===== src/rtl/blink_gen.sv =====
// blink_gen: free-running LED blink generator producing a programmable on/off waveform on q.
// Define BLINK_BURST_EN to group PULSES pulses into bursts separated by a GAP_CYCLES dark gap.
module blink_gen #(
    parameter int unsigned ON_CYCLES  = 5,
    parameter int unsigned OFF_CYCLES = 5,
    parameter int unsigned PULSES     = 3,
    parameter int unsigned GAP_CYCLES = 20
) (
    input  logic clk,
    input  logic rst,
    output logic q
);

    localparam int unsigned MAX_OO  = (ON_CYCLES > OFF_CYCLES) ? ON_CYCLES : OFF_CYCLES;
    localparam int unsigned MAX_ALL = (MAX_OO > GAP_CYCLES) ? MAX_OO : GAP_CYCLES;
    localparam int unsigned CW      = ($clog2(MAX_ALL) < 1) ? 1 : $clog2(MAX_ALL);

    localparam logic [CW-1:0] ON_LOAD  = CW'(ON_CYCLES - 1);
    localparam logic [CW-1:0] OFF_LOAD = CW'(OFF_CYCLES - 1);

    // Reject configurations that would produce zero-length phases.
    if (ON_CYCLES < 1) begin : g_bad_on
        $error("blink_gen: ON_CYCLES must be at least 1");
    end
    if (OFF_CYCLES < 1) begin : g_bad_off
        $error("blink_gen: OFF_CYCLES must be at least 1");
    end
    if (PULSES < 1) begin : g_bad_pulses
        $error("blink_gen: PULSES must be at least 1");
    end
    if (GAP_CYCLES < 1) begin : g_bad_gap
        $error("blink_gen: GAP_CYCLES must be at least 1");
    end

`ifdef BLINK_BURST_EN
    typedef enum logic [1:0] {
        IDLE = 2'd0,
        ON   = 2'd1,
        OFF  = 2'd2,
        GAP  = 2'd3
    } state_t;

    localparam int unsigned   PW         = $clog2(PULSES + 1);
    localparam logic [CW-1:0] GAP_LOAD   = CW'(GAP_CYCLES - 1);
    localparam logic [PW-1:0] LAST_PULSE = PW'(PULSES - 1);

    logic [PW-1:0] pcnt;
    logic [PW-1:0] pcnt_n;
`else
    typedef enum logic [1:0] {
        IDLE = 2'd0,
        ON   = 2'd1,
        OFF  = 2'd2
    } state_t;
`endif

    state_t        state;
    state_t        state_n;
    logic [CW-1:0] cnt;
    logic [CW-1:0] cnt_n;
    logic          q_n;

    // State, phase counter and output flop; reset clears everything with no clock needed.
    always_ff @(posedge clk or negedge rst) begin
        if (!rst) begin
            state <= IDLE;
            cnt   <= '0;
            q     <= 1'b0;
`ifdef BLINK_BURST_EN
            pcnt  <= '0;
`endif
        end else begin
            state <= state_n;
            cnt   <= cnt_n;
            q     <= q_n;
`ifdef BLINK_BURST_EN
            pcnt  <= pcnt_n;
`endif
        end
    end

    // Next-state and counter reload at phase boundaries; counters only count down to zero.
    always_comb begin
        state_n = state;
        cnt_n   = cnt;
`ifdef BLINK_BURST_EN
        pcnt_n  = pcnt;
`endif
        case (state)
            IDLE: begin
                state_n = ON;
                cnt_n   = ON_LOAD;
            end
            ON: begin
                if (cnt == '0) begin
`ifdef BLINK_BURST_EN
                    if (pcnt == LAST_PULSE) begin
                        state_n = GAP;
                        cnt_n   = GAP_LOAD;
                        pcnt_n  = '0;
                    end else begin
                        state_n = OFF;
                        cnt_n   = OFF_LOAD;
                        pcnt_n  = pcnt + PW'(1);
                    end
`else
                    state_n = OFF;
                    cnt_n   = OFF_LOAD;
`endif
                end else begin
                    cnt_n = cnt - CW'(1);
                end
            end
            OFF: begin
                if (cnt == '0) begin
                    state_n = ON;
                    cnt_n   = ON_LOAD;
                end else begin
                    cnt_n = cnt - CW'(1);
                end
            end
`ifdef BLINK_BURST_EN
            GAP: begin
                if (cnt == '0) begin
                    state_n = ON;
                    cnt_n   = ON_LOAD;
                end else begin
                    cnt_n = cnt - CW'(1);
                end
            end
`endif
            default: begin
                state_n = IDLE;
                cnt_n   = '0;
            end
        endcase
        q_n = (state_n == ON);
    end

endmodule


===== config.mk =====
export PLATFORM = sky130hd
export DESIGN_NAME = blink_gen
export DESIGN_NICKNAME = d
export VERILOG_FILES = /design/src/rtl/blink_gen.sv
export SDC_FILE = /design/constraint.sdc
export NUM_CORES = 1
export LEC_CHECK = 0
export CAP_MARGIN = 30
export CORE_UTILIZATION = 25
export DETAILED_ROUTE_END_ITERATION = 16
export MAX_ROUTING_LAYER = met4
export SKIP_LAST_GASP = 1
export SYNTH_ARGS = -nofsm -noshare
export SYNTH_HDL_FRONTEND = slang
export SYNTH_SLANG_ARGS = --single-unit

===== constraint.sdc =====
create_clock -name clk -period 1.8 [get_ports clk]
set_input_delay 0.45 -clock clk [delete_from_list [all_inputs] [get_ports clk]]
set_output_delay 0.45 -clock clk [all_outputs]
set_load 0.005 [all_outputs]

==> out/results.txt, run 1 <==
synth top area cells = dfrtp_1, ha_1, nor2_1, a21oi_1, inv_1
pin count of the biggest net entering global routing = 8
CTS resizes = 0
DR vias = 231
Simple-Gate Fraction of Synth Area = 15.6%
P per Cell Area = 700 nW/um^2
Hold-fix buffers, CTS = 0
Ports = 3
largest area contributor in the netlist = dfrtp_1
Die X = 40.4 um
worst slew pin tran = 0.334 ns
Post-synth EDFFs = 0
Reg clk slew, reported paths = 0.05 ns
initial antenna violation count = 0
Post-CTS Setup Repair Bufs = 0
Clk Latency, worst-skew pair = 0.25 ns
maximum vdd drop = 482 uV
# DRC = 0
Synth Warn # = 0
H-tree levels = 1
CP cell instances = inv_1 -> ha_1 -> or4b_1 -> a21oi_2 -> a211oi_2
f_max = 0.621 GHz
status = finished clean
Post-synth top flop = dfrtp_1
Tot GR Track Use = 11.0%
largest family of logic cells by synthesized area = adder cells
number of distinct library cells after synthesis = 14
Final GP Congestion = 0.693
net count after synthesis = 41
Worst Skew = 0.00774 ns
Pleak = 0.000220 uW
Seq cells post-synth = 7
WL/cell = 10.9 um
CP arrival = 1.74 ns
antenna-violating nets left = 0
final setup violation count = 0
final hold violation count = 0
Crit path required time = 1.93 ns
Mapped Avg Cell Area = 10.9 sq um
die height = 40.4 um
Synth top cells by count = dfrtp_1, ha_1, nor2_1
DR iter-0 viols = 3
Synth top area share = 47.5%
deepest clock path buffer count = 2
Via density = 4.28
Port Buffers = 2
worst hold path class = reg -> reg
Post-Synth Adder-Cell Area = 16.9%
fin nets = 47
multiplexer share of the synthesized area = 0%
CP Class = reg -> reg
synthesized area = 369 sq um
RSZ-0062 raised after global routing = false
critical path startpoint category = register
Worst path slowest cell = or4b_1
Rows = 13
Finished Layout Cells = 54
flop2flop setup slack = 0.19 ns
CP top delay family = simple AND/OR/NAND/NOR gates
Core ar. = 1330 sq um
synthesis-to-finish area growth = 16.3%
Synth Instances = 34
Antenna diodes = 0
Slew Limit Fails = 0
total negative slack = 0 ns
Starting Density = 27.7%
worst-path maximum fanout = 6
maximum capacitance violations = 0
vias in the first global route = 244
hpwl dp = 444 um
sequential share of the synthesized area = 47.5%
die area = 1630 sq um
post-synthesis xor/xnor area fraction = 4.75%
DP Cell Count = 50
Async S/R FF share, synth = 100%
First-pass DRT Iterations = 2
first-pass GRT wire length = 1060 um
clock sinks = 7
CP max stage delay = 0.60 ns
CTS Buf Count = 3
post-layout util = 32.2%
crit path capture type = register
wire length after detailed routing = 586 um
Final Cycle Share = 89.4%
share of layout cells above drive strength 1 = 12.8%
CTS tree = built
GR Overflow Total = 0
CP bufs+invs = 1
Synth Area in Compound Gates = 9.83%
Rel. slew slack = 77.7%
cell with the most instances after synthesis = dfrtp_1
CTS Root Cell = clkbuf_4
Final min period = 1.61 ns
## metrics by stage
step,total power [uW],area (sq um),hold WS [ns],setup WS [ns]
after floorplan,160,369,0.154,0.317
after global routing,311,429,0.474,0.115
final,300,429,0.449,0.190
after detailed placement,165,403,0.446,0.190
after global placement,166,403,0.438,0.211
after CTS,305,429,0.452,0.187
## placed cells by master (no fill, tap or decap), drive strengths merged
cell           instances
a211oi                 1
a21oi                  4
and3b                  1
clkbuf                 4
clkdlybuf4s50          2
dfrtp                  7
ha                     5
inv                    4
nand3b                 2
nor2                   5
nor3                   1
or4b                   1
xnor2                  1
xor2                   1
## area by class of cell
class / instances / area, sq um
tap: 15 / 18.8
fill: 142 / 905
multi-input combinational: 22 / 174
sequential: 7 / 175
timing repair buffer: 2 / 20.0
clock buffer: 4 / 26.3
inverter: 4 / 15.0
## where the power goes
part | internal [uW] | leakage (uW) | switching (uW)
registers | 158 | 0.0000879 | 0
logic | 1.92 | 0.000117 | 3.07
clock network | 84.3 | 0.0000150 | 53.5
## kinds of logic (layout without fill, tap and decap cells)
kind of cell,count (synthesis),count (layout)
simple gates,10,10
flops,7,7
fa+ha+maj,5,5
compound gates,5,5
buf+inv,5,10
xor+xnor,2,2
## worst reg2reg max path, stage by stage (launching register included)
cell and delay [ns]:
dfrtp_1 0.38, inv_1 0.07, ha_1 0.19, or4b_1 0.60, a21oi_2 0.21, a211oi_2 0.05
## flip-flops by register name (all words and copies together) (netlist names)
| register | cells |
|---|---|
| cnt | 5 |
| state | 2 |
## worst paths after layout
path	end	from	cells past startpoint
max	state[1]	cnt[0]	5
min	cnt[0]	cnt[0]	1
max reg2reg	state[1]	cnt[0]	5
min reg2reg	cnt[0]	cnt[0]	1
max in group asynchronous	cnt[0]	rst	1
min in group asynchronous	state[1]	rst	1
## metal layers
metal / routed length (um) / part of all wire (%) / GRT usage [%]
met1: 300 / 51 / 12.6
met2: 244 / 42 / 15.1
met3: 41 / 7.0 / 8.33
met4: 0 / 0 / 2.50
met5: 0 / 0 / -
Power figures use the tool's default switching activity.
==> run 2, diff against run 1 <==
- MAX_ROUTING_LAYER: met4 -> unset
==> results of run 2 <==
Same layout as run 1: the final DEF is identical, and so are final timing and power.
Main changes from that run: final weighted congestion in routability-driven placement 0.693 -> 0.686; overall routing resource usage 11.0% -> 10.7%
==> run 3, diff against run 2 <==
- SLEW_MARGIN: unset -> 25
==> results of run 3 <==
Same layout as run 1: the final DEF is identical, and so are final timing and power.
Main changes from that run: final weighted congestion in routability-driven placement 0.693 -> 0.686; overall routing resource usage 11.0% -> 10.7%
